===== src/rtl/accum_stack_if.sv =====
// Bus between the datapath and the accumulator: requests in, registered state out.
interface accum_stack_if #(parameter int WIDTH = 16);
    logic             load;
    logic [WIDTH-1:0] load_data;
    logic             valid_din;
    logic [WIDTH-1:0] din;
    logic [2:0]       op;
    logic             push;
    logic             pop;
    logic             clear_err;
    logic [WIDTH-1:0] dout;
    logic             flag_z;
    logic             flag_n;
    logic             flag_c;
    logic             flag_v;
    logic             full;
    logic             empty;
    logic             err;

    modport master (
        output load, load_data, valid_din, din, op, push, pop, clear_err,
        input  dout, flag_z, flag_n, flag_c, flag_v, full, empty, err
    );

    modport slave (
        input  load, load_data, valid_din, din, op, push, pop, clear_err,
        output dout, flag_z, flag_n, flag_c, flag_v, full, empty, err
    );
endinterface


===== src/rtl/accum_stack.sv =====
// Working accumulator with in-place ALU, status flags and a LIFO save/restore
// stack. Priority per cycle: load > pop (incl. swap) > ALU op; push rides along.
module accum_stack #(
    parameter int WIDTH = 16,
    parameter int DEPTH = 4
) (
    input  logic         clk,
    input  logic         reset,
    accum_stack_if.slave bus
);
    localparam int CW  = $clog2(DEPTH + 1);
    localparam int AW  = (DEPTH > 1) ? $clog2(DEPTH) : 1;
    localparam int MSB = WIDTH - 1;

    typedef enum logic [2:0] {
        OP_PASS = 3'b000,
        OP_ADD  = 3'b001,
        OP_SUB  = 3'b010,
        OP_AND  = 3'b011,
        OP_OR   = 3'b100,
        OP_XOR  = 3'b101,
        OP_SHL  = 3'b110,
        OP_SAR  = 3'b111
    } op_e;

    logic [WIDTH-1:0] acc_q, acc_d;
    logic             z_q, n_q, c_q, v_q;
    logic [CW-1:0]    count_q, count_d;
    logic             full_q, empty_q, err_q;

    logic [WIDTH-1:0] stk [DEPTH];
    logic             stk_we;
    logic [AW-1:0]    stk_wa;
    logic [AW-1:0]    top_idx;

    logic [WIDTH-1:0] alu_res;
    logic [WIDTH:0]   sum;
    logic             alu_c, alu_v;
    logic             acc_we, cv_clr, err_ev;

    assign top_idx = AW'(count_q - CW'(1));

    // ALU works on the pre-update accumulator; result only used when valid_din wins.
    always_comb begin
        alu_res = '0;
        alu_c   = 1'b0;
        alu_v   = 1'b0;
        sum     = '0;
        case (op_e'(bus.op))
            OP_PASS: alu_res = bus.din;
            OP_ADD: begin
                sum     = {1'b0, acc_q} + {1'b0, bus.din};
                alu_res = sum[MSB:0];
                alu_c   = sum[WIDTH];
                alu_v   = (acc_q[MSB] == bus.din[MSB]) && (alu_res[MSB] != acc_q[MSB]);
            end
            OP_SUB: begin
                // Top bit of the widened difference is the unsigned borrow.
                sum     = {1'b0, acc_q} - {1'b0, bus.din};
                alu_res = sum[MSB:0];
                alu_c   = sum[WIDTH];
                alu_v   = (acc_q[MSB] != bus.din[MSB]) && (alu_res[MSB] != acc_q[MSB]);
            end
            OP_AND:  alu_res = acc_q & bus.din;
            OP_OR:   alu_res = acc_q | bus.din;
            OP_XOR:  alu_res = acc_q ^ bus.din;
            OP_SHL: begin
                alu_res = {acc_q[MSB-1:0], 1'b0};
                alu_c   = acc_q[MSB];
            end
            OP_SAR: begin
                alu_res = {acc_q[MSB], acc_q[MSB:1]};
                alu_c   = acc_q[0];
            end
            default: alu_res = bus.din;
        endcase
    end

    always_comb begin
        acc_d   = acc_q;
        acc_we  = 1'b0;
        cv_clr  = 1'b0;
        count_d = count_q;
        stk_we  = 1'b0;
        stk_wa  = top_idx;
        err_ev  = 1'b0;
        if (bus.load) begin
            acc_d  = bus.load_data;
            acc_we = 1'b1;
            cv_clr = 1'b1;
        end else if (bus.pop) begin
            if (empty_q) begin
                err_ev = 1'b1;
            end else begin
                acc_d  = stk[top_idx];
                acc_we = 1'b1;
                cv_clr = 1'b1;
                if (bus.push) begin
                    // swap: old accumulator replaces the top, depth unchanged
                    stk_we = 1'b1;
                    stk_wa = top_idx;
                end else begin
                    count_d = count_q - CW'(1);
                end
            end
        end else begin
            if (bus.push) begin
                if (full_q) begin
                    err_ev = 1'b1;
                end else begin
                    stk_we  = 1'b1;
                    stk_wa  = AW'(count_q);
                    count_d = count_q + CW'(1);
                end
            end
            if (bus.valid_din) begin
                acc_d  = alu_res;
                acc_we = 1'b1;
            end
        end
    end

    always_ff @(posedge clk or posedge reset) begin
        if (reset) begin
            acc_q   <= '0;
            z_q     <= 1'b1;
            n_q     <= 1'b0;
            c_q     <= 1'b0;
            v_q     <= 1'b0;
            count_q <= '0;
            full_q  <= 1'b0;
            empty_q <= 1'b1;
            err_q   <= 1'b0;
        end else begin
            if (acc_we) begin
                acc_q <= acc_d;
                z_q   <= (acc_d == '0);
                n_q   <= acc_d[MSB];
                c_q   <= cv_clr ? 1'b0 : alu_c;
                v_q   <= cv_clr ? 1'b0 : alu_v;
            end
            count_q <= count_d;
            full_q  <= (count_d == CW'(DEPTH));
            empty_q <= (count_d == '0);
            err_q   <= err_ev | (err_q & ~bus.clear_err);
        end
    end

    // Stack contents are don't-care after reset, so no reset term here.
    always_ff @(posedge clk) begin
        if (stk_we) stk[stk_wa] <= acc_q;
    end

    assign bus.dout   = acc_q;
    assign bus.flag_z = z_q;
    assign bus.flag_n = n_q;
    assign bus.flag_c = c_q;
    assign bus.flag_v = v_q;
    assign bus.full   = full_q;
    assign bus.empty  = empty_q;
    assign bus.err    = err_q;
endmodule

===== src/flat_wrapper.sv =====
// flat-port wrapper written by rule: the top's interface ports become plain ports
module accum_stack_flat 
#(
    parameter int WIDTH = 16,
    parameter int DEPTH = 4
)
  (clk, reset, bus_load, bus_load_data, bus_valid_din, bus_din, bus_op, bus_push, bus_pop, bus_clear_err, bus_dout, bus_flag_z, bus_flag_n, bus_flag_c, bus_flag_v, bus_full, bus_empty, bus_err);
  accum_stack_if #(.WIDTH(WIDTH)) bus_i ();
  input  logic clk;
  input  logic reset;
  input wire logic [$bits(bus_i.load)-1:0] bus_load;
  input wire logic [$bits(bus_i.load_data)-1:0] bus_load_data;
  input wire logic [$bits(bus_i.valid_din)-1:0] bus_valid_din;
  input wire logic [$bits(bus_i.din)-1:0] bus_din;
  input wire logic [$bits(bus_i.op)-1:0] bus_op;
  input wire logic [$bits(bus_i.push)-1:0] bus_push;
  input wire logic [$bits(bus_i.pop)-1:0] bus_pop;
  input wire logic [$bits(bus_i.clear_err)-1:0] bus_clear_err;
  output wire logic [$bits(bus_i.dout)-1:0] bus_dout;
  output wire logic [$bits(bus_i.flag_z)-1:0] bus_flag_z;
  output wire logic [$bits(bus_i.flag_n)-1:0] bus_flag_n;
  output wire logic [$bits(bus_i.flag_c)-1:0] bus_flag_c;
  output wire logic [$bits(bus_i.flag_v)-1:0] bus_flag_v;
  output wire logic [$bits(bus_i.full)-1:0] bus_full;
  output wire logic [$bits(bus_i.empty)-1:0] bus_empty;
  output wire logic [$bits(bus_i.err)-1:0] bus_err;
  assign bus_i.load = bus_load;
  assign bus_i.load_data = bus_load_data;
  assign bus_i.valid_din = bus_valid_din;
  assign bus_i.din = bus_din;
  assign bus_i.op = bus_op;
  assign bus_i.push = bus_push;
  assign bus_i.pop = bus_pop;
  assign bus_i.clear_err = bus_clear_err;
  assign bus_dout = bus_i.dout;
  assign bus_flag_z = bus_i.flag_z;
  assign bus_flag_n = bus_i.flag_n;
  assign bus_flag_c = bus_i.flag_c;
  assign bus_flag_v = bus_i.flag_v;
  assign bus_full = bus_i.full;
  assign bus_empty = bus_i.empty;
  assign bus_err = bus_i.err;
  accum_stack #(.WIDTH(WIDTH), .DEPTH(DEPTH)) u_core (.clk(clk), .reset(reset), .bus(bus_i));
endmodule

===== config.mk =====
export PLATFORM = sky130hd
export DESIGN_NAME = accum_stack_flat
export DESIGN_NICKNAME = d
export VERILOG_FILES = /design/src/rtl/accum_stack_if.sv /design/src/rtl/accum_stack.sv /design/src/flat_wrapper.sv
export SDC_FILE = /design/constraint.sdc
export NUM_CORES = 1
export LEC_CHECK = 0
export CORE_ASPECT_RATIO = 0.6
export CORE_MARGIN = 3
export CORE_UTILIZATION = 55
export CTS_BUF_LIST = sky130_fd_sc_hd__clkbuf_2 sky130_fd_sc_hd__clkbuf_4 sky130_fd_sc_hd__clkbuf_8
export DETAILED_ROUTE_END_ITERATION = 10
export PLACE_DENSITY = 0.77
export SYNTH_ARGS = -nofsm -noshare
export SYNTH_HDL_FRONTEND = slang
export SYNTH_SLANG_ARGS = --single-unit

===== constraint.sdc =====
create_clock -name clk -period 6.3 [get_ports clk]
set_clock_uncertainty 0.15 [all_clocks]
set_input_delay 1.26 -clock clk [delete_from_list [all_inputs] [get_ports clk]]
set_output_delay 1.26 -clock clk [all_outputs]
set_load 0.01 [all_outputs]

## Word level (Yosys, flattened, before mapping)

Memories as Yosys holds them, arrays and structs flattened.
Cells that the tools add are included.

| storage, ports and cells | value |
|---|---|
| register bits after elaboration | 26 |
| latch bits | 0 |
| bits in writable memories | 64 |
| ROM bits | 0 |
| bits of input ports | 42 |
| logic and storage cells | 75 |
| memories kept | 1 |

| cells by class | value |
|---|---|
| add/sub/neg operators | 4 |
| multiply operators | 0 |
| div/mod/pow operators | 0 |
| magnitude comparators | 0 |
| equality and inequality tests | 12 |
| shift-type cells | 0 |
| mux-type cells | 38 |
| bitwise logic cells | 6 |
| reduce and logical (&&, ||, !) cells | 5 |

Memory list:

| memory | words | width | rd ports | clocked after memory_dff | write ports | line | source |
|---|---|---|---|---|---|---|---|
| u_core.stk | 4 | 16 | 1 | 0 | 1 | accum_stack.sv:31 | `logic [WIDTH-1:0] stk [DEPTH];` |

Operator list:

| kind | number |
|---|---|
| one-hot mux 16 bit (8 select lines) | 1 |
| two-way mux 16 bit | 4 |
| two-way mux 1 bit | 21 |
| two-way mux 3 bit | 6 |
| adder 16 x 16 -> 17 bit | 1 |
| subtractor 16 x 16 -> 17 bit | 1 |
| bitwise AND 16 bit | 1 |
| zero test 16 bit | 1 |
| OR 16 bit | 1 |
| bitwise XOR 16 bit | 1 |
| equality test 3 bit, second input constant | 5 |
| two-way mux 2 bit | 4 |
| equality test 3 x 2 -> 1 bit, second input constant | 2 |
| zero test 3 bit | 2 |
| one-hot mux 1 bit (4 select lines) | 1 |
| adder 3 x 1 -> 3 bit, second input constant | 1 |
| equality test 3 x 1 -> 1 bit, second input constant | 1 |
| != test 1 bit | 3 |
| subtractor 3 x 1 -> 3 bit, second input constant | 1 |
| logical AND 1 bit | 2 |
| one-hot mux 1 bit (2 select lines) | 1 |
| bitwise AND 1 bit | 1 |
| equality test 1 bit | 1 |
| inverter 1 bit | 1 |
| OR 1 bit | 1 |

## Logic depth before layout (Yosys ltp)

| depth | value |
|---|---|
| word-level depth | 6 |
| depth in mapped cells | 14 |

## Worst setup path before layout

Ideal clock, no wire load.

| timing path | value |
|---|---|
| kind | input-to-reg |
| start point | in bus_din[0] |
| end point | reg u_core.z_q (netlist: u_core.bus.flag_z) |
| setup time | 72 ps |
| data arrival time | 3868 ps |
| data required time | 6078 ps |
| setup slack | 2210 ps |
| stages on the path | 12 |
| path buffers | 0 |
| cell sequence | ha_1 -> inv_1 -> fa_1 -> nand2b_1 -> a211o_1 -> a21o_1 -> a2111o_1 -> a31o_2 -> or3b_1 -> nor4_2 -> nand4b_1 -> o21ai_1 |

| between the ends | value |
|---|---|
| word-level cells in the longest chain between the ends | 6 |
| elaborated cells on any way between the ends | 10 |

RTL lines:

| item | line | source |
|---|---|---|
| start, declared | flat_wrapper.sv:14 | `input wire logic [$bits(bus_i.din)-1:0] bus_din;` |
| subtractor 16 x 16 -> 17 bit (tied with other cells) | accum_stack.sv:59 | `sum = {1'b0, acc_q} - {1'b0, bus.din};` |
| one-hot mux 16 bit (8 select lines) * | accum_stack.sv:49 | `case (op_e'(bus.op))` |
| two-way mux 16 bit * | accum_stack.sv:116 | `if (bus.valid_din) begin` |
| two-way mux 16 bit * | accum_stack.sv:91 | `end else if (bus.pop) begin` |
| two-way mux 16 bit * | accum_stack.sv:87 | `if (bus.load) begin` |
| zero test 16 bit * | accum_stack.sv:137 | `z_q <= (acc_d == '0);` |
| end signal, assigned | accum_stack.sv:137 |  |
| end, declared | accum_stack.sv:27 | `logic z_q, n_q, c_q, v_q;` |

Mark *: on every way between the ends. The rest lies on a longest branch, timed or not.
A chain may end at the register's enable or synchronous reset.

## Final worst setup path

Ends and elaborated chain as after synthesis.

==> run metrics <==
Synthesized Nets between 800 and 900; Slew @ Worst Pin about 1.1 ns; dpl cells roughly 940; most common cell in the netlist edfxtp_1; Tot GR Track Use about a third; EDFF count, synth 64; routed len/inst roughly 26 um; post-synthesis mux area share under 10%; CTS sink cnt 89; DR vias between 6,000 and 7,000; layout cells sized above 1 8.89%; Synth Area in Compound Gates 23.3%; post-synthesis instance total 742; Final Power between 2 and 3 mW; Layout fillers 1,003; status completed; Slew Viols, Final 0; area delta synth->final 13.2%; clock-pin slew on the worst setup and hold paths approximately 0.090 ns; Seq cells post-synth 89; RSZ-0062 raised after global routing false; Post-Syn Area 0.00709 mm2; post-CTS sizing 0; fmax roughly 200 MHz; Setup Total Neg Slack 0 ns; Simple-Gate Fraction of Synth Area 14.8%; initial core utilization a little under three fifths; R2R Path Start u_core.count_q[0]; hold path start u_core.count_q[2]; core area approximately 0.012 mm2; CTS H-tree depth 3; Num CTS Buffers 9; 1st-pass router iterations 6; top cell type's share of synthesized area between 20% and 30%; max_cap viols 0; FF-to-FF path depth 12; sequential element share of the synthesized area approximately 36%; # IOs 65; Place WS around 1.2 ns; leakage roughly 3.1 nW; CTS Buffer Depth 2; drt drc 0; Netlist cell types 83; startpoint types input pin; Worst EP required roughly 6.5 ns; R2R setup slack ~2 ns; Final HPWL DP roughly 19 mm; vias in the first global route between 6,000 and 7,000; XOR/XNOR share of the synthesized area 0.618%; Min-Delay Path Depth 1; Hold EP u_core.count_q[2]; DR vias/cell between 6 and 7; PwrDens 343 mW/mm2; Post-synth top cells edfxtp_1 (64), inv_1 (60), nor2_1 (59), ha_1 (54), nand2_1 (51); post-synth top area cell edfxtp_1; Worst Path Max Fanout 5; pin count of the biggest net entering global routing between 40 and 50; Std-Cell Rows 31; synth top area cells edfxtp_1 (27%), ha_1 (9.5%), dfrtp_1 (8.1%); Clk Latency, worst-skew pair 0.37 ns; Peak VDD IR approximately 0.24 mV; Yosys warnings 0; hold_ws about 0.35 ns; HP Class reg2reg; post-layout min period just under 5 ns; I/O Buffers between 60 and 70; gp weighted congestion ~1.1; largest family of logic cells by synthesized area compound AO/OA/AOI/OAI gates; Hold Buf Count CTS 0; Final setup viols 0; Main synth FF type edfxtp_1; Routed WL between 20 and 25 mm; endpoint of the worst-slack reg-to-reg timing path u_core.bus.flag_z; Mean Syn Cell Area about 9.6 um2; Critical Path AT roughly 5.0 ns; final instance area about 0.0080 mm2; Setup Buffers After CTS 0; Setup crit end kind flop; Post-Synth Adder-Cell Area between 10% and 20%; Final Cycle Share about 78%; Ant. Diodes 0; final worst setup slack roughly 1.4 ns; CP Class in2reg; relative slew slack between 20% and 30%; DRT iter0 DRCs roughly 1,000; Final Hold Fails 0; CTS Root Cell clkbuf_8; placed cell areas around 0.0078 mm2; first-pass GRT wire length approximately 38 mm; Final Non-Filler Cells approximately 950; Layout Utilization 65.0%; GR Overflow Total 0; async set-reset flop share out of synthesis around 28%; Die Width between 150 and 200 um; Die Ht between 90 and 100 um; TritonCTS clock tree yes; initial antenna violation count 0; nets@finish approximately 900; Die Area 0.0143 mm2; ANT nets after route 0
-- cell type report --
class	instances	area [um2]	share of cell area, %
multi-input combinational	545	4090	51.0
sequential	89	2550	31.8
timing repair buffer	76	738	9.20
inverter	61	229	2.85
tap	165	206	2.57
clock buffer	10	131	1.64
clock inverter	6	73.8	0.920
-- cell usage in the layout, fill, tap and decap left out, drive strengths merged, types with 5 or more instances in the layout --
master,instances
edfxtp,64
clkdlybuf4s50,63
inv,63
nor2,59
ha,54
nand2,51
a21oi,50
o21ai,44
dfrtp,23
mux4,18
mux2i,16
nor3,15
nor2b,13
a211oi,13
buf,13
nand2b,12
o22ai,12
nand3,11
a221oi,11
a21o,10
o211ai,10
clkbuf,10
a31oi,8
or3,8
nor3b,7
a22oi,6
and3,6
and2,5
a311oi,5
o221ai,5
a31o,5
mux2,5
o31ai,5
-- registers in the layout, indices dropped and copies added, names as in the netlist --
signal / flops
u_core.bus.flag_z: 1
u_core.bus.full: 1
u_core.bus.flag_c: 1
u_core.count_q: 3
u_core.stk: 64
u_core.bus.flag_v: 1
u_core.bus.dout: 16
u_core.bus.empty: 1
u_core.bus.err: 1
-- logic make-up after synthesis --
group	Yosys count
and+or+nand+nor	210
AOI/OAI and AO/OA	235
muxes	39
xor gates and xnor gates	5
buffers and inverters	108
adders and majority gates	56
DFF	89
-- critical path: stages --
cell	delay, ns
clkdlybuf4s50_1	0.54
ha_1	0.24
inv_1	0.07
fa_1	0.44
nor2b_1	0.18
o211ai_1	0.52
a21oi_1	0.14
a2111o_1	0.46
a31o_2	0.25
or3b_1	0.41
nor4_2	0.24
nand4b_1	0.14
o21ai_1	0.14
-- power breakdown --
| group | switching, mW | internal, mW | leakage (nW) |
|---|---|---|---|
| Combinational | 0.825 | 0.587 | 2.15 |
| Clock | 0.218 | 0.194 | 0.105 |
| Sequential | 0.165 | 0.763 | 0.878 |
-- metal layers --
layer  up-vias  track usage (%)  part of all wire, %
met1      3132             51.1                   43
li1       2884                -                    -
met4         0             5.93                  1.5
met3        44             16.3                   17
met5         -                0                    0
met2       553             47.1                   39
-- how the worst max path moves through the flow --
stage,cells past startpoint,endpoint,from,slack [ns]
after floorplan,12,u_core.bus.flag_z,bus_din[0],2.21
after global placement,13,u_core.bus.flag_z,bus_din[0],1.20
after detailed placement,13,u_core.bus.flag_z,bus_din[0],1.17
after CTS,13,u_core.bus.flag_z,bus_din[0],1.52
after global routing,13,u_core.bus.flag_z,bus_din[0],1.26
final,13,u_core.bus.flag_z,bus_din[0],1.41
Note: power is estimated with default switching activity, not from simulation.
